## config.mk

```make
export PLATFORM = sky130hd
export DESIGN_NAME = bin16_to_bcd
export DESIGN_NICKNAME = d
export VERILOG_FILES = /design/src/rtl/display_pkg.sv /design/src/rtl/bcd_digit_adj.sv /design/src/rtl/bin16_to_bcd.sv
export SDC_FILE = /design/constraint.sdc
export NUM_CORES = 1
export LEC_CHECK = 0
export CAP_MARGIN = 20
export CORE_ASPECT_RATIO = 0.5
export CORE_UTILIZATION = 40
export DETAILED_ROUTE_END_ITERATION = 16
export SLEW_MARGIN = 10
export SYNTH_ARGS = -nofsm -noshare
export SYNTH_HDL_FRONTEND = slang
export SYNTH_HIERARCHICAL = 1
export SYNTH_SLANG_ARGS = --single-unit
```

## constraint.sdc

```tcl
create_clock -name clk -period 2.6 [get_ports clk]
set_input_delay 0.52 -clock clk [delete_from_list [all_inputs] [get_ports clk]]
set_output_delay 0.52 -clock clk [all_outputs]
set_load 0.01 [all_outputs]
```

## src/rtl/display_pkg.sv

```systemverilog
// Shared constants for the display path: converter state encoding, digit count
// and the double-dabble digit-adjust constants.
package display_pkg;

  typedef enum logic [1:0] {
    ST_IDLE  = 2'd0,
    ST_SHIFT = 2'd1
  } state_t;

  localparam int BCD_DIGITS = 5;

  localparam logic [3:0] ADJ_THRESH = 4'd5;
  localparam logic [3:0] ADJ_ADD    = 4'd3;

endpackage

```

## src/rtl/bcd_digit_adj.sv

```systemverilog
// Single-digit double-dabble correction: a digit of 5 or more gets +3 so the
// following left shift carries correctly into the next decimal digit.
module bcd_digit_adj
  import display_pkg::*;
(
  input  logic [3:0] digit,
  output logic [3:0] adj
);

  assign adj = (digit >= ADJ_THRESH) ? digit + ADJ_ADD : digit;

endmodule

```

## src/rtl/bin16_to_bcd.sv

```systemverilog
// Iterative binary-to-BCD converter (shift-and-add-3), one input bit per clock,
// with a start/busy/done handshake and a held packed-BCD output register.
module bin16_to_bcd
  import display_pkg::*;
#(
  parameter int WIDTH  = 16,
  parameter int DIGITS = BCD_DIGITS
) (
  input  logic                  clk,
  input  logic                  reset_n,
  input  logic                  start,
  input  logic [WIDTH-1:0]      bin_in,
  output logic                  busy,
  output logic                  done,
  output logic [4*DIGITS-1:0]   bcd
);

  localparam int              CNT_W    = $clog2(WIDTH);
  localparam logic [CNT_W-1:0] CNT_LAST = CNT_W'(WIDTH - 1);
  localparam logic [CNT_W-1:0] CNT_ONE  = CNT_W'(1);

  state_t                state;
  logic [CNT_W-1:0]      bit_cnt;
  logic [WIDTH-1:0]      shreg;
  logic [4*DIGITS-1:0]   scratch;
  logic [4*DIGITS-1:0]   scratch_adj;
  logic [4*DIGITS-1:0]   scratch_next;
  logic                  unused_msb;

  for (genvar g = 0; g < DIGITS; g++) begin : g_adj
    bcd_digit_adj u_adj (
      .digit (scratch[4*g +: 4]),
      .adj   (scratch_adj[4*g +: 4])
    );
  end

  // Adjusted digits shift left as one vector; the top bit can never be set
  // for a legal input because DIGITS covers the full binary range.
  assign scratch_next = {scratch_adj[4*DIGITS-2:0], shreg[WIDTH-1]};
  assign unused_msb   = scratch_adj[4*DIGITS-1];

  always_ff @(posedge clk) begin
    if (!reset_n) begin
      state   <= ST_IDLE;
      busy    <= 1'b0;
      done    <= 1'b0;
      bcd     <= '0;
      scratch <= '0;
      shreg   <= '0;
      bit_cnt <= '0;
    end else begin
      done <= 1'b0;
      case (state)
        ST_IDLE: begin
          if (start) begin
            shreg   <= bin_in;
            scratch <= '0;
            bit_cnt <= '0;
            busy    <= 1'b1;
            state   <= ST_SHIFT;
          end
        end
        ST_SHIFT: begin
          scratch <= scratch_next;
          shreg   <= {shreg[WIDTH-2:0], 1'b0};
          bit_cnt <= bit_cnt + CNT_ONE;
          if (bit_cnt == CNT_LAST) begin
            bcd   <= scratch_next;
            done  <= 1'b1;
            busy  <= 1'b0;
            state <= ST_IDLE;
          end
        end
        default: begin
          busy  <= 1'b0;
          state <= ST_IDLE;
        end
      endcase
    end
  end

endmodule

```

==> summary.txt, run 1 <==
Outcome
  • Outcome: finished, final reports clean

Place
  • RD Place Congestion: 0.807
  • Dpl hpwl: 3890 um
  • Port bufs: 40
  • Area post-placement: roughly 3600 sq um

GRT
  • Largest net degree at the start of global routing: 63
  • GR Overflow Total: 0
  • Antenna violations before repair: 0
  • All-Layer GR Usage: 0.161
  • First-pass GRT wire length: about 10000 um
  • Vias in the first global route: between 2000 and 2500

Timing
  • Period utilization: 0.660
  • Setup Viol. Count Final: 0
  • Final Critical Period: between 1.5 and 2 ns
  • Slew headroom: 0.535
  • Achievable frequency: 583 MHz
  • Setup TNS: 0 ns
  • Fin Clk Skew: about 0.0045 ns
  • Final Hold Vio Count: 0
  • Hold Slack: 0.461 ns
  • Fin. max-slew vios: 0
  • Tightest Pin Transition: ~0.7 ns
  • RSZ-0062 raised after global routing: false

Floorplanning
  • Core Area: between 7000 and 8000 sq um
  • Initial Util: 0.423
  • Die height: about 65 um
  • Ports: slightly above 40
  • Die ar.: 8290 sq um
  • Die X: ~130 um
  • Site Rows: 22

Drt
  • Final ANT Viol Nets: 0
  • Vias/cell: approximately 4.8
  • WL per Instance: about 12 um
  • Total wire length: 5890 um
  • Drt first pass iters: 4
  • DRT iter0 DRCs: approximately 170
  • Detailed-route via count: ~2400
  • Drt drc: 0

Logic synthesis
  • Synth warn: 6
  • Cells after synthesis: about 370
  • Post-Syn Area: about 3200 sq um
  • Syn Area/Cell: 8.67 sq um
  • Syn Nets: just under 400

Power
  • Cell Int Power: 0.00183 W
  • Clock share of power: 0.516
  • Cell Pwr Density: 594 nW/um^2
  • Switching fraction of total power: 0.208
  • Peak supply drop: approximately 0.33 mV
  • Gate power share: 0.059
  • Lkg Pwr: ~1.4 nW
  • NetSw: 0.000481 W
  • Sequential power share: 0.425

Cells and area
  • Layout cell share with drive strength beyond 1: 0.117
  • Net count, final: roughly 430
  • Fin area: 3890 sq um
  • Antenna fix cells: 0
  • Commonest non-fill, non-tap cell in the layout: nand2_1
  • Most frequent cells in the layout: 74 x nand2_1, 61 x dfxtp_1, 39 x clkdlybuf4s50_1, 25 x nor3b_1
  • Fillers: between 700 and 800
  • Area delta synth->final: 22.8%

Clocking
  • Root Buffer: clkbuf_16
  • Clk_lat worst skew: between 0.3 and 0.4 ns
  • Clock transition at the registers of the reported paths: 0.05 ns
  • Post-CTS Setup Repair Bufs: 0
  • CTS buffer count: 9
  • CTS Buffer Depth: 2
  • Clock sink total: 62
  • Htree depth: 3
  • TritonCTS clock tree: built
  • Cts-stage hold buffer count: 0
  • Post-CTS Resized: 0

Critical path
  • Crit path max-delay cell type: clkdlybuf4s50_1
  • CP cell instances: clkdlybuf4s50_1
  • Crit path max fanout: 2
  • CP peak stage delay: roughly 0.54 ns
  • Crit path required time: ~2.1 ns
  • Crit path DAT: approximately 1.2 ns
  • Family with the most delay on the worst path: buffers and inverters
  • Bufs and invs on worst path: 1
  • Critical path class: reg -> out
  • Crit start category: register
  • Endpoint class of the critical path: primary output

Min path
  • Min-Delay Path Class: reg -> reg

Job
  • Max-cap viol count: 0
-- cell type report --
class	count	area [sq um]	share of cell area
timing repair buffer	46	440	0.113
multi-input combinational	269	1730	0.445
tap	108	135	0.0348
clock inverter	4	45.0	0.0116
inverter	10	37.5	0.00966
clock buffer	12	256	0.0660
sequential	62	1240	0.320
-- flip-flops by register name, indices dropped and copies added (netlist names) --
name     count
bcd         20
bit_cnt      4
busy         1
done         1
scratch     20
shreg       16
-- power by group through the flow --
stage | sequential (W) | combinational (W) | clock, W
4_1_cts | 0.000981 | 0.000138 | 0.00123
2_1_floorplan | 0.000998 | 0.000101 | 0
3_5_place_dp | 0.00100 | 0.000138 | 0
5_1_grt | 0.000983 | 0.000154 | 0.00127
6_report | 0.000981 | 0.000136 | 0.00119
3_3_place_gp | 0.00100 | 0.000134 | 0
-- worst min-delay path, cell delays in order (launching register included) --
cell      delay (ns)
dfxtp_1         0.30
nand2_1         0.07
a21boi_2        0.05
-- layer usage --
| layer | wire length (um) | GRT usage | up-vias |
|---|---|---|---|
| li1 | - | - | 1277 |
| met1 | 2920 | 0.184 | 1094 |
| met2 | 2640 | 0.268 | 48 |
| met3 | 238 | 0.0644 | 9 |
| met4 | 92 | 0.0676 | 0 |
| met5 | 0 | 0 | - |
-- through the flow --
step,worst slack (ns),total power [W],util,instances
after CTS,0.858,0.00235,0.519,511
after global routing,0.825,0.00241,0.519,511
after detailed placement,0.798,0.00114,0.479,495
after global placement,0.842,0.00113,0.479,495
after floorplan,1.26,0.00110,-,365
final,0.885,0.00231,0.519,511
-- worst paths after layout --
| check | from | endpoint | slack [ns] | cells past startpoint |
|---|---|---|---|---|
| setup / recovery | bcd[14]$_SDFFE_PN0P_ | bcd[14] | 0.89 | 1 |
| hold / removal | bcd[4]$_SDFFE_PN0P_ | bcd[4]$_SDFFE_PN0P_ | 0.46 | 2 |
| setup reg to reg | busy$_SDFFE_PN0P_ | shreg[7]$_SDFFE_PN0P_ | 1.07 | 4 |
| hold reg to reg | bcd[4]$_SDFFE_PN0P_ | bcd[4]$_SDFFE_PN0P_ | 0.46 | 2 |
Note: power is estimated with default switching activity, not from simulation.
==> run 2: changes to the inputs <==
==> constraint.sdc (replaced) <==
create_clock -name clk -period 1.7 [get_ports clk]
set_input_delay 0.34 -clock clk [delete_from_list [all_inputs] [get_ports clk]]
set_output_delay 0.34 -clock clk [all_outputs]
set_load 0.01 [all_outputs]
==> run 2 against run 1 <==
First-iteration DRC count shrank 15%; highest routed layer unchanged; count of clock-buffer cells in the layout grew 4; critical path type is now reg -> reg; clock power grew 43%; largest power group unchanged; sequential cell count is the same; critical endpoint is now bcd[14]$_SDFFE_PN0P_; critical path depth grew 6; sequential share of layout area shrank 0.10 points; die area is the same; largest cell class unchanged.
==> summary.txt, run 2 (same netlist as run 1, synthesis figures left out) <==
Outcome
  • Outcome: finished, final reports clean

GRT
  • All-Layer GR Usage: 0.157
  • Vias in the first global route: roughly 2300
  • Antenna violations before repair: 0
  • Largest net degree at the start of global routing: 63
  • First-pass GRT wire length: between 10000 and 15000 um
  • GR Overflow Total: 0

Critical path
  • Bufs and invs on worst path: 1
  • Crit path max fanout: 3
  • Crit path required time: around 2.0 ns
  • Endpoint class of the critical path: register
  • Crit path DAT: ~1.8 ns
  • Flop2flop setup slack: approximately 0.15 ns
  • Crit path max-delay cell type: dfxtp_1
  • Critical path class: reg -> reg
  • CP peak stage delay: 0.33 ns
  • CP cell instances: inv_1 > ha_1 > nand2b_1 > a21oi_2 > mux2i_1 > nand2_1 > a21boi_2
  • Crit start category: register
  • Family with the most delay on the worst path: flip-flops

Power
  • Cell Int Power: ~0.0027 W
  • NetSw: between 0.0007 and 0.0008 W
  • Sequential power share: 0.439
  • Switching fraction of total power: 0.208
  • Lkg Pwr: roughly 1.4 nW
  • Clock share of power: 0.496
  • Overall Power: roughly 0.0034 W
  • Peak supply drop: 0.496 mV
  • Gate power share: 0.065
  • Cell Pwr Density: a little under 900 nW/um^2

Cells and area
  • Regs by FF count: bcd (20), scratch (20), shreg (16)
  • Antenna fix cells: 0
  • Post-route insts no fill: just over 500
  • Most frequent cells in the layout: 74 x nand2_1, 61 x dfxtp_1, 39 x clkdlybuf4s50_1, 25 x nor3b_1
  • Net count, final: 429
  • Commonest non-fill, non-tap cell in the layout: nand2_1
  • Layout cell share with drive strength beyond 1: 0.111
  • Area delta synth->final: 23.2%

Timing
  • Tightest Pin Transition: around 0.31 ns
  • Final Hold Vio Count: 0
  • Slew headroom: 0.794
  • Setup TNS: 0 ns
  • RSZ-0062 raised after global routing: false
  • Fin Clk Skew: about 0.0037 ns
  • Achievable frequency: between 600 and 700 MHz
  • Setup Viol. Count Final: 0
  • Final Critical Period: about 1.6 ns
  • Fin. max-slew vios: 0
  • Period utilization: 0.912

Floorplanning
  • Ports: 41
  • Die X: around 130 um
  • Core Area: around 7500 sq um
  • Initial Util: 0.423
  • Site Rows: 22
  • Die height: around 65 um
  • Die ar.: 8290 sq um

Clocking
  • CTS Buffer Depth: 2
  • Root Buffer: clkbuf_16
  • Clk_lat worst skew: around 0.32 ns
  • Clock transition at the registers of the reported paths: approximately 0.050 ns
  • TritonCTS clock tree: built
  • Post-CTS Resized: 0
  • CTS buffer count: 9
  • Post-CTS Setup Repair Bufs: 0
  • Cts-stage hold buffer count: 0
  • Clock sink total: 62
  • Htree depth: 3

Drt
  • Total wire length: 5920 um
  • Detailed-route via count: ~2400
  • Final ANT Viol Nets: 0
  • Drt drc: 0
  • WL per Instance: 11.6 um
  • Drt first pass iters: 4
  • DRT iter0 DRCs: around 140
  • Vias/cell: about 4.7

Place
  • Dpl hpwl: approximately 4000 um
  • RD Place Congestion: around 0.73
  • Port bufs: 40
  • Cell count after placement: a little under 500

Job
  • Max-cap viol count: 0

Min path
  • Min-Delay Path Class: in -> reg
==> run 2: cell types whose count changed in the layout (fill, tap and decap cells not counted), sizes merged <==
cell | before | now
clkbuf | 12 | 16
buf | 7 | 8
clkinv | 3 | 0
bufinv | 1 | 0
==> run 2: per-layer routing <==
metal	global-route usage	vias to the layer above	part of all wire
met3	0.0545	7	0.038
met1	0.184	1106	0.49
met4	0.0574	0	0.011
li1	-	1277	-
met5	0	-	0
met2	0.267	36	0.46
==> run 2: layout make-up <==
class,count,area (sq um)
repair buffers,47,473
fillers,698,3590
inverters,10,37.5
well taps,108,135
multi-input cells,269,1730
clock buffers,16,282
flip-flops and latches,62,1240
==> run 2: power by group through the flow <==
stage / logic (W) / registers [W] / clock network (W)
after CTS: 0.000224 / 0.00150 / 0.00175
after floorplan: 0.000154 / 0.00153 / 0
final: 0.000221 / 0.00150 / 0.00170
after detailed placement: 0.000222 / 0.00153 / 0
after global placement: 0.000217 / 0.00153 / 0
after global routing: 0.000245 / 0.00150 / 0.00184
==> run 2: worst paths after layout <==
path,from,endpoint,depth (start not counted)
setup / recovery,scratch[13]$_SDFFE_PN0P_,bcd[14]$_SDFFE_PN0P_,7
hold / removal,start,busy$_SDFFE_PN0P_,3
hold reg to reg,bcd[9]$_SDFFE_PN0P_,bcd[9]$_SDFFE_PN0P_,2
setup reg to reg,scratch[13]$_SDFFE_PN0P_,bcd[14]$_SDFFE_PN0P_,7
==> run 2: through the flow <==
step / instance area [sq um] / utilization / hold WS, ns / setup slack, ns
4_1_cts: 3900 / 0.521 / 0.410 / 0.132
3_5_place_dp: 3620 / 0.483 / 0.461 / 0.168
3_3_place_gp: 3620 / 0.483 / 0.456 / 0.244
6_report: 3900 / 0.521 / 0.417 / 0.149
2_1_floorplan: 3160 / - / 0.453 / 0.362
5_1_grt: 3900 / 0.521 / 0.436 / 0.0338
==> run 2: worst register-to-register path, stage by stage, from the launching register on <==
cell      delay, ns
dfxtp_1        0.33
inv_1          0.07
ha_1           0.18
nand2b_1       0.17
a21oi_2        0.20
mux2i_1        0.29
nand2_1        0.12
a21boi_2       0.12
